## src/rtl/seq_detect_moore_param.sv

```systemverilog
// rtl/seq_detect_moore_param.sv - run-time loadable Moore serial-pattern detector with saturating match counter
module seq_detect_moore_param #(
    parameter int                 PAT_MAX     = 8,
    parameter int                 LEN_W       = $clog2(PAT_MAX + 1),
    parameter logic [PAT_MAX-1:0] DEFAULT_PAT = PAT_MAX'(8'b0000_0101),
    parameter int                 DEFAULT_LEN = 3,
    parameter int                 CNT_W       = 8
) (
    input  logic               clk,
    input  logic               rst,
    input  logic               en,
    input  logic               in,
    input  logic               overlap,
    input  logic               pat_load,
    input  logic [PAT_MAX-1:0] pat_in,
    input  logic [LEN_W-1:0]   pat_len,
    input  logic               cnt_clr,
    output logic               out,
    output logic [CNT_W-1:0]   match_cnt,
    output logic [LEN_W-1:0]   state_k
);

    logic [PAT_MAX-1:0] pattern;
    logic [LEN_W-1:0]   len;
    logic [LEN_W-1:0]   k;
    logic [LEN_W-1:0]   k_next;
    logic [LEN_W-1:0]   len_clamped;
    logic [PAT_MAX-1:0] p_seq;
    logic               hit;

    int m;
    int best;
    logic ok;

    function automatic logic bit_at(input logic [PAT_MAX-1:0] v, input int idx);
        logic [PAT_MAX-1:0] s;
        s = v >> idx;
        return s[0];
    endfunction

    always_comb begin
        len_clamped = pat_len;
        if (pat_len == '0)
            len_clamped = LEN_W'(1);
        else if (pat_len > LEN_W'(PAT_MAX))
            len_clamped = LEN_W'(PAT_MAX);
    end

    // Pattern re-ordered so p_seq[0] is the first bit expected on the line
    always_comb begin
        p_seq = '0;
        for (int i = 0; i < PAT_MAX; i++) begin
            if (i < int'(len))
                p_seq[i] = bit_at(pattern, int'(len) - 1 - i);
        end
    end

    // S = first m pattern bits followed by in; find longest suffix of S that is a pattern prefix
    always_comb begin
        m    = (k == len && !overlap) ? 0 : int'(k);
        best = 0;
        ok   = 1'b0;
        for (int j = 1; j <= PAT_MAX; j++) begin
            ok = (j <= int'(len)) && (j <= m + 1) && (in == bit_at(p_seq, j - 1));
            for (int t = 0; t < PAT_MAX - 1; t++) begin
                if (ok && (t <= j - 2) && (bit_at(p_seq, m - j + 1 + t) != bit_at(p_seq, t)))
                    ok = 1'b0;
            end
            if (ok)
                best = j;
        end
        k_next = LEN_W'(best);
    end

    assign hit = en && !pat_load && (k_next == len);

    always_ff @(posedge clk or posedge rst) begin
        if (rst) begin
            pattern <= DEFAULT_PAT;
            len     <= LEN_W'(DEFAULT_LEN);
            k       <= '0;
        end else if (pat_load) begin
            pattern <= pat_in;
            len     <= len_clamped;
            k       <= '0;
        end else if (en) begin
            k       <= k_next;
        end
    end

    always_ff @(posedge clk or posedge rst) begin
        if (rst)
            match_cnt <= '0;
        else if (cnt_clr)
            match_cnt <= '0;
        else if (hit && match_cnt != '1)
            match_cnt <= match_cnt + CNT_W'(1);
    end

    assign out     = (k == len);
    assign state_k = k;

endmodule

```

## config.mk

```make
export PLATFORM = sky130hd
export DESIGN_NAME = seq_detect_moore_param
export DESIGN_NICKNAME = d
export VERILOG_FILES = /design/src/rtl/seq_detect_moore_param.sv
export SDC_FILE = /design/constraint.sdc
export NUM_CORES = 1
export LEC_CHECK = 0
export CAP_MARGIN = 10
export CORE_UTILIZATION = 32
export DETAILED_ROUTE_END_ITERATION = 8
export MAX_ROUTING_LAYER = met4
export PLACE_DENSITY = 0.59
export SYNTH_ARGS = -nofsm -noshare
export SYNTH_HDL_FRONTEND = slang
export SYNTH_SLANG_ARGS = --single-unit
```

## constraint.sdc

```tcl
create_clock -name clk -period 11.4 [get_ports clk]
set_input_delay 2.28 -clock clk [delete_from_list [all_inputs] [get_ports clk]]
set_output_delay 2.28 -clock clk [all_outputs]
set_load 0.01 [all_outputs]
```

After elaboration in Yosys (flattened, before gate mapping)
Cells that the tools add are included.

Register bits after elaboration: 24. Logic and storage cells: 253.

$lt $le $gt $ge: 25. Mux-type cells: 51. Reduce and logical (&&, ||, !) cells: 53. Equality and inequality tests: 39. Shift-type cells: 36. $add $sub $neg: 45.

Operators with widths (number): $shr A8 B32 Y1 (36); $add A32 B3 Y32 const B (9); $add A32 B2 Y32 const B (8); $add A32 B4 Y32 const B (6); $le A4 B32 Y1 const A (4); $le A3 B32 Y1 const A (2); $logic_and A1 B1 Y1 (48); $mux W1 (37); $le A2 B32 Y1 const A (1); $add A5 B2 Y6 const B (5); $ne A1 B1 Y1 (28); $mux W4 (6); $sub A5 B4 Y6 const B (4); $sub A4 B3 Y5 const B (4); $le A3 B4 Y1 const A (4); $lt A3 B4 Y1 const A (4); $mux W8 (2); $mux W3 (4); $sub A5 B3 Y6 const B (2); $sub A4 B2 Y5 const B (2); $add A8 B1 Y8 const B (1); $eq A1 B1 Y1 (8); $eq A4 B4 Y1 (2); $le A2 B4 Y1 const A (2); 15 further kinds (20).

Logic depth before layout (Yosys ltp)
Depth after elaboration: 27. Gate-level depth with buffers: 34. Mapped depth without buffers: 28.

Worst setup path after synthesis
No wires, ideal clock.

Path kind: input to register. Start point: in overlap. End point: reg match_cnt[3]. Library setup time: 120 ps. Data arrival time: 9479 ps. Path slack: 1802 ps. Path buffers: 3. Stages on the path: 30. Cells stage by stage: nand2b_1 > o41ai_2 > inv_1 > ha_1 > clkbuf_1 > inv_1 > o211ai_1 > and2_1 > buf_4 > inv_2 > ha_1 > nand3b_1 > o41ai_4 > nand3_1 > ha_1 > or4b_1 > clkbuf_1 > nor3_2 > and2_1 > nand2_1 > a2111oi_0 > o221ai_1 > or4_1 > a211oi_2 > nand4_2 > and3_1 > or3_4 > a2111oi_4 > a21oi_1 > a31o_1.

Cells in the longest elaborated chain, start to end: 26.

RTL lines: start, declared (RTL line 13) `input logic overlap,`; $logic_not A1 Y1 (*) (RTL line 60) `m = (k == len && !overlap) ? 0 : int'(k);`; $logic_and A1 B1 Y1 (*) (RTL line 60); $mux W4 (*) (RTL line 60); branches (longest 18 deep; another with $add A32 B2 Y32); $mux W4 (*) (RTL line 69) `if (ok)`; $eq A4 B4 Y1 (*) (RTL line 75) `assign hit = en && !pat_load && (k_next == len);`; $logic_and A1 B1 Y1 (*) (RTL line 75); $logic_and A1 B1 Y1 (*) (RTL line 96) `else if (hit && match_cnt != '1)`; $reduce_bool A2 Y1 (no line) (*); end signal, assigned (RTL line 97) `match_cnt <= match_cnt + CNT_W'(1);`; end, declared (RTL line 19) `output logic [CNT_W-1:0] match_cnt,`.

Mark *: on every way between the ends. A chain may end at the register's enable or synchronous reset.

Worst setup path after layout
Same ends and word-level chain as after synthesis.

==> flow_summary.toml <==
[grt]
first_global_vias = 7037
overflow = 0
grt_usage_pct = 20.3
grt_start_max_net_pins = 36
grt_pass1_wl_mm = 37.8
antenna_found_initial = 0

[worst_setup_path]
reg2reg_depth = 29
end_kind = "flip-flop"
cp_max_fo = 10
critPathRequiredTime_ps = 11560
slowest_stage = "or4b_1"
cp-endpoint = "match_cnt[3]$_DFFE_PP0P_"
crit_arrival_ps = 10530
cpPeakStageDelay_ps = 660
worstReg2RegStart = "state_k[2]$_DFFE_PP0P_"
r2r_slack_ps = 2660
crit_path_start = "overlap"
start_kind = "input port"
regToRegEndpoint = "match_cnt[3]$_DFFE_PP0P_"
crit_type = "input port to flip-flop"
cpMostUsedCell = "ha_1"

[clock_network]
numCtsBuffers = 3
clock-sinks = 24
clk_latency_ps = 260
ctsHoldBuffers = 0
clk_pin_slew_worst_paths_ps = 70
htree_levels = 1
cts-root-buf = "clkbuf_16"
cts_buffer_depth = 2
postCtsResizedCells = 0
tritoncts = "done"
postCtsSetupRepairBufs = 0

[drt]
wire_per_inst_um = 19.3
routed_wl_mm = 23.8
drt_iter0_drc = 678
antenna_left = 0
drt-vias-per-instance = 6.25
firstDrtPassIters = 5
num_vias = 7719
drc = 0

[place]
gp_congestion = 1.01
placed_cells = 1231
dp_hpwl_mm = 18.1
port_buffers = 31
pre_cts_ws_ps = 834

[synthesis]
yosys_most_used_dff = "dfrtp_1"
yosysWarningCount = 0
ys_async_sr_fraction_pct = 100
synth_edf_count = 0
synth.distinct_cells = 107
syn_inst = 963
avgSynthCellArea_um2 = 7.57
seq_area_frac_synth_pct = 8.31
syn_area_um2 = 7290
ys_ff_latch = 24
syn_nets = 1067

[pwr]
power_frac_comb_pct = 64.1
switching_power_w = 0.000259
p_per_area_nw_per_um2 = 71.0
p_int_w = 0.000301
leakage_nw = 2.87
ir_worst_vdd_v = 0.000112
sw_frac_of_total_pct = 46.3
power_frac_seq_pct = 17.9
power_frac_clock_pct = 18.0

[sta]
max_slew_margin_pct = 29.2
tightest_slew_ps = 1060
drv_slew = 0
finalWorstSetupSlack_ps = 1020
skew_ps = 9.26
max_freq_mhz = 96.4
finalCritPeriodShare_pct = 91.0
hold_viol_final = 0
post-route-min-period_ps = 10380
finalSetupViolations = 0
rsz0062_at_grt = "false"
setup_tns_ps = 0

[final_layout]
num-nets-final = 1060
final_cell_mix = "ha_1 (85), nand2_1 (81), nor2_1 (78)"
synthToLayoutAreaGrowth_pct = 8.15
final_cells = 1235
diodes = 0
layout-drive-gt1-share_pct = 9.95
layout_commonest_cell = "ha_1"
fill_cells = 2284

[floorplanning]
start_util_pct = 33.0
ios = 32
die_w_um = 153
die_h_um = 153
core_area_um2 = 22100
dieArea_um2 = 23400
num_rows = 54

[worst_hold_path]
min_path_type = "flip-flop to flip-flop"

[outcome]
status = "finished clean"

[job]
drv_cap = 0
## worst min-delay path by stage
stage | depth (start not counted) | slack (ps) | startpoint | end
after CTS | 1 | 590 | pattern[4]$_DFFE_PP0P_ | pattern[4]$_DFFE_PP0P_
after global placement | 1 | 550 | pattern[4]$_DFFE_PP0P_ | pattern[4]$_DFFE_PP0P_
after detailed placement | 1 | 570 | pattern[3]$_DFFE_PP0P_ | pattern[3]$_DFFE_PP0P_
final | 1 | 580 | pattern[3]$_DFFE_PP0P_ | pattern[3]$_DFFE_PP0P_
after floorplan | 1 | 530 | pattern[4]$_DFFE_PP0P_ | pattern[4]$_DFFE_PP0P_
after global routing | 1 | 610 | pattern[3]$_DFFE_PP0P_ | pattern[3]$_DFFE_PP0P_
## metrics by stage
step	hold slack, ps	cell area, µm²	total power, W	utilization (%)
global route	614	7880	0.000593	35.7
global placement	554	7780	0.000452	35.2
detailed placement	571	7780	0.000450	35.2
CTS	585	7880	0.000554	35.7
finish	579	7880	0.000560	35.7
floorplan	531	7290	0.000361	-
## cell families (layout without fill, tap and decap cells)
logic type / count (synthesis) / count (layout) / share of synthesized area, %
adders and majority gates: 85 / 85 / 14.6
xor gates and xnor gates: 46 / 46 / 6.39
buffers and inverters: 110 / 102 / 6.52
and+or+nand+nor: 393 / 393 / 28.7
DFF: 24 / 24 / 8.31
muxes: 50 / 50 / 8.87
AOI/OAI and AO/OA: 255 / 255 / 26.6
## power by group through the flow
stage | registers, W | clock network [W] | logic [W]
after global routing | 0.000101 | 0.000106 | 0.000386
after detailed placement | 0.000101 | 0 | 0.000349
after global placement | 0.000101 | 0 | 0.000350
after CTS | 0.0000999 | 0.000103 | 0.000351
after floorplan | 0.0000971 | 0 | 0.000264
final | 0.000100 | 0.000101 | 0.000359
## area by class of cell
| cell class | count | area [µm²] | area share (%) |
|---|---|---|---|
| clock inverters | 1 | 30.0 | 0.381 |
| inverters | 53 | 199 | 2.52 |
| flip-flops and latches | 24 | 606 | 7.68 |
| well taps | 280 | 350 | 4.44 |
| clock buffers | 3 | 75.1 | 0.952 |
| repair buffers | 45 | 415 | 5.27 |
| multi-input cells | 829 | 6210 | 78.7 |
## Yosys cell counts, drive strengths merged, types with 10 or more instances
cell / instances / area (µm²)
o21ai: 29 / 149
nor2: 79 / 304
nand2b: 18 / 113
and2: 15 / 93.8
nand3: 39 / 195
o211ai: 11 / 82.6
nand2: 81 / 304
or2: 10 / 62.6
o22ai: 10 / 62.6
nor4: 21 / 138
a211oi: 10 / 80.1
a21oi: 57 / 285
ha: 85 / 1060
inv: 51 / 191
xnor2: 37 / 339
a31oi: 18 / 113
nor2b: 16 / 100
mux4: 10 / 225
or3: 13 / 91.3
clkbuf: 30 / 114
mux2: 17 / 191
mux2i: 23 / 230
buf: 27 / 163
nor3: 36 / 190
dfrtp: 20 / 500
nand4: 23 / 150
a2111oi: 13 / 145
## metal layers
layer,vias to the layer above,GRT usage [%],wire (µm),share of wire [%]
met3,55,1.62,1540,6.4
li1,3645,-,-,-
met1,3650,27.1,10800,45
met4,0,6.06,578,2.4
met2,369,32.6,10900,46
met5,-,-,0,0
## worst max-delay path: cells and delay by family
| kind | cells | cell delay, ps |
|---|---|---|
| and+or+nand+nor | 11 | 3070 |
| AOI/OAI and AO/OA | 10 | 3040 |
| buffers and inverters | 5 | 1140 |
| adders and majority gates | 3 | 1000 |
## state kept, by name (all words and copies together) (netlist names)
signal     cells
state_k        4
pattern        8
match_cnt      8
len            4
(Power assumes the default switching activity.)
==> edit (same settings) <==
Register the input `pat_len` before use, with the module's reset. The logic sees it one clock later. The other inputs are not delayed to match.
--- a/src/rtl/seq_detect_moore_param.sv
+++ b/src/rtl/seq_detect_moore_param.sv
@@ -20,6 +20,16 @@
     output logic [LEN_W-1:0]   state_k
 );
 
+    logic [LEN_W-1:0] pat_len_q;
+
+    always_ff @(posedge clk or posedge rst) begin
+        if (rst) begin
+            pat_len_q <= '0;
+        end else begin
+            pat_len_q <= pat_len;
+        end
+    end
+
     logic [PAT_MAX-1:0] pattern;
     logic [LEN_W-1:0]   len;
     logic [LEN_W-1:0]   k;
@@ -39,10 +49,10 @@
     endfunction
 
     always_comb begin
-        len_clamped = pat_len;
-        if (pat_len == '0)
+        len_clamped = pat_len_q;
+        if (pat_len_q == '0)
             len_clamped = LEN_W'(1);
-        else if (pat_len > LEN_W'(PAT_MAX))
+        else if (pat_len_q > LEN_W'(PAT_MAX))
             len_clamped = LEN_W'(PAT_MAX);
     end
 
Function: changed (Yosys sat finds a counterexample within 4 cycles, from zero or initial values and one cycle with rst high).
==> edit against the original RTL <==
- synthesized area is 5.7% higher
- critical path depth fell by 3
- clock power fell by 11%
- final area up 5.4%
- first-iteration DRC count increased by 1.9%
- clock skew decreased by 5.1 ps
- setup slack gained 190 ps
- cell count is 7.9% higher
- sequential cell count rose by 4
- wire length grew 6.7%
- power is 0.31% higher
- critical path type unchanged
- critical endpoint is now match_cnt[5]
- largest power group unchanged
==> edit: results (changes against the original RTL) <==
The run finished with clean final reports. The flop-to-flop setup slack is 2990 ps (+330 ps). The number of nets in the synthesized netlist is 1139 (+6.7%). The number of placed cells counting well taps came to 1328 (+7.9%).

The reported leakage power came out at 3.102 nW (+7.9%). The met3 usage is 0.01955 (+0.003387). The number of fillers in the final layout came to 2537 (+11%). The maximum fanout count along the critical path is 19 (+9). In the synthesized netlist, the cells that appear most often are sky130_fd_sc_hd__ha_1, sky130_fd_sc_hd__nand2_1, sky130_fd_sc_hd__nor2_1, sky130_fd_sc_hd__a21oi_1, sky130_fd_sc_hd__nand3_1.

The global routing met1 resource utilization came to 0.2789 (+0.008231). The largest net degree at the start of global routing is 41 (+14%). The met2 track utilization from global routing is 0.3344 (+0.008703). The routability congestion estimate came out at 0.9404 (-6.5%). The slowest stage of the critical path belongs to the cell sky130_fd_sc_hd__xnor2_2. The total met2 wirelength after detailed routing was 11.65 mm (+7.0%). The synthesized-area fraction occupied by ao, oa, aoi and oai cells is 0.2236 (-0.04274). The xor and xnor area share after synthesis is 0.08170 (+0.01784).

The count of cells along the worst register-to-register path is 25 (-14%). The critical path arrival came out at 10340 ps (-190 ps). The maximum clock skew at final layout was 4.116 ps (-5.141 ps). The number of standard cells after synthesis is 1031 (+7.1%). The number of library cell types mapped by synthesis is 103 (-3.7%). The global routing usage summed across all routing layers is 0.2116 (+0.008762). The met1 wire length is 11.31 mm (+4.3%). The iteration-0 DRC count of the detailed router is 691 (+1.9%).

The worst register-to-register path ends at match_cnt[5]. The ratio of cells with drive above 1 in the final layout is 0.09467 (-0.004802). The hold path endpoint is len[2].

The fraction of the yosys area taken by sequential cells is 0.09160 (+0.008527). The number of standard cells in the final layout excluding fillers is 1333 (+7.9%). The actual slew at the worst max-slew pin is 1021 ps (-41.42 ps). In this run the clock root is driven by a sky130_fd_sc_hd__clkbuf_16.

The via count of the first global-routing pass is 7258 (+3.1%). The total detailed-routing wirelength came out at 25.44 mm (+6.7%). The mux cell area share after synthesis was 0.07877 (-0.009968). The fraction of the mapped netlist area in adder cells is 0.1446 (-0.001347). The delay of the slowest cell on the worst path is 630 ps (-30 ps). The number of vias in the routed layout came to 7954 (+3.0%).
==> edit: per-stage QoR <==
step                      setup WS [ps]    util  hold slack [ps]  total power, mW  instance area (sq um)
after CTS                          1351  0.3519            496.4           0.5584                   8285
final                              1214  0.3531            494.1           0.5613                   8313
after global routing              583.8  0.3531            521.5           0.5981                   8313
after global placement             1121  0.3482            484.5           0.4640                   8197
after detailed placement           1073  0.3482            485.1           0.4648                   8197
after floorplan                    2937       -            448.0           0.3852                   7704
==> edit: kinds of logic (layout without fill, tap and decap cells) <==
group	count (synthesis)	after routing
xor+xnor	63	63
fa+ha+maj	89	89
buf+inv	113	96
mux	51	51
flops	28	28
simple gates	443	443
compound gates	244	244
==> edit: final cells by class <==
| type | count | area (sq um) | area share |
|---|---|---|---|
| clock buffers | 4 | 88.84 | 0.01069 |
| inverters | 47 | 178.9 | 0.02152 |
| multi-input cells | 890 | 6505 | 0.7825 |
| flip-flops and latches | 28 | 705.7 | 0.08489 |
| well taps | 319 | 399.1 | 0.04801 |
| repair buffers | 45 | 435.4 | 0.05238 |
==> edit: worst max path at each step <==
stage / startpoint / end / slack (ps) / depth (start not counted)
after global placement: overlap / match_cnt[6] / 1120 / 26
after global routing: overlap / match_cnt[3] / 580 / 26
after detailed placement: overlap / match_cnt[5] / 1070 / 26
after floorplan: overlap / match_cnt[3] / 2940 / 27
final: overlap / match_cnt[5] / 1210 / 26
after CTS: overlap / match_cnt[5] / 1350 / 26
==> edit: report_power, final <==
group | leakage, nW | switching, mW | internal (mW)
clock network | 0.0442 | 0.0358 | 0.0539
logic | 2.71 | 0.219 | 0.139
registers | 0.351 | 0.00827 | 0.106
total | 3.10 | 0.263 | 0.299
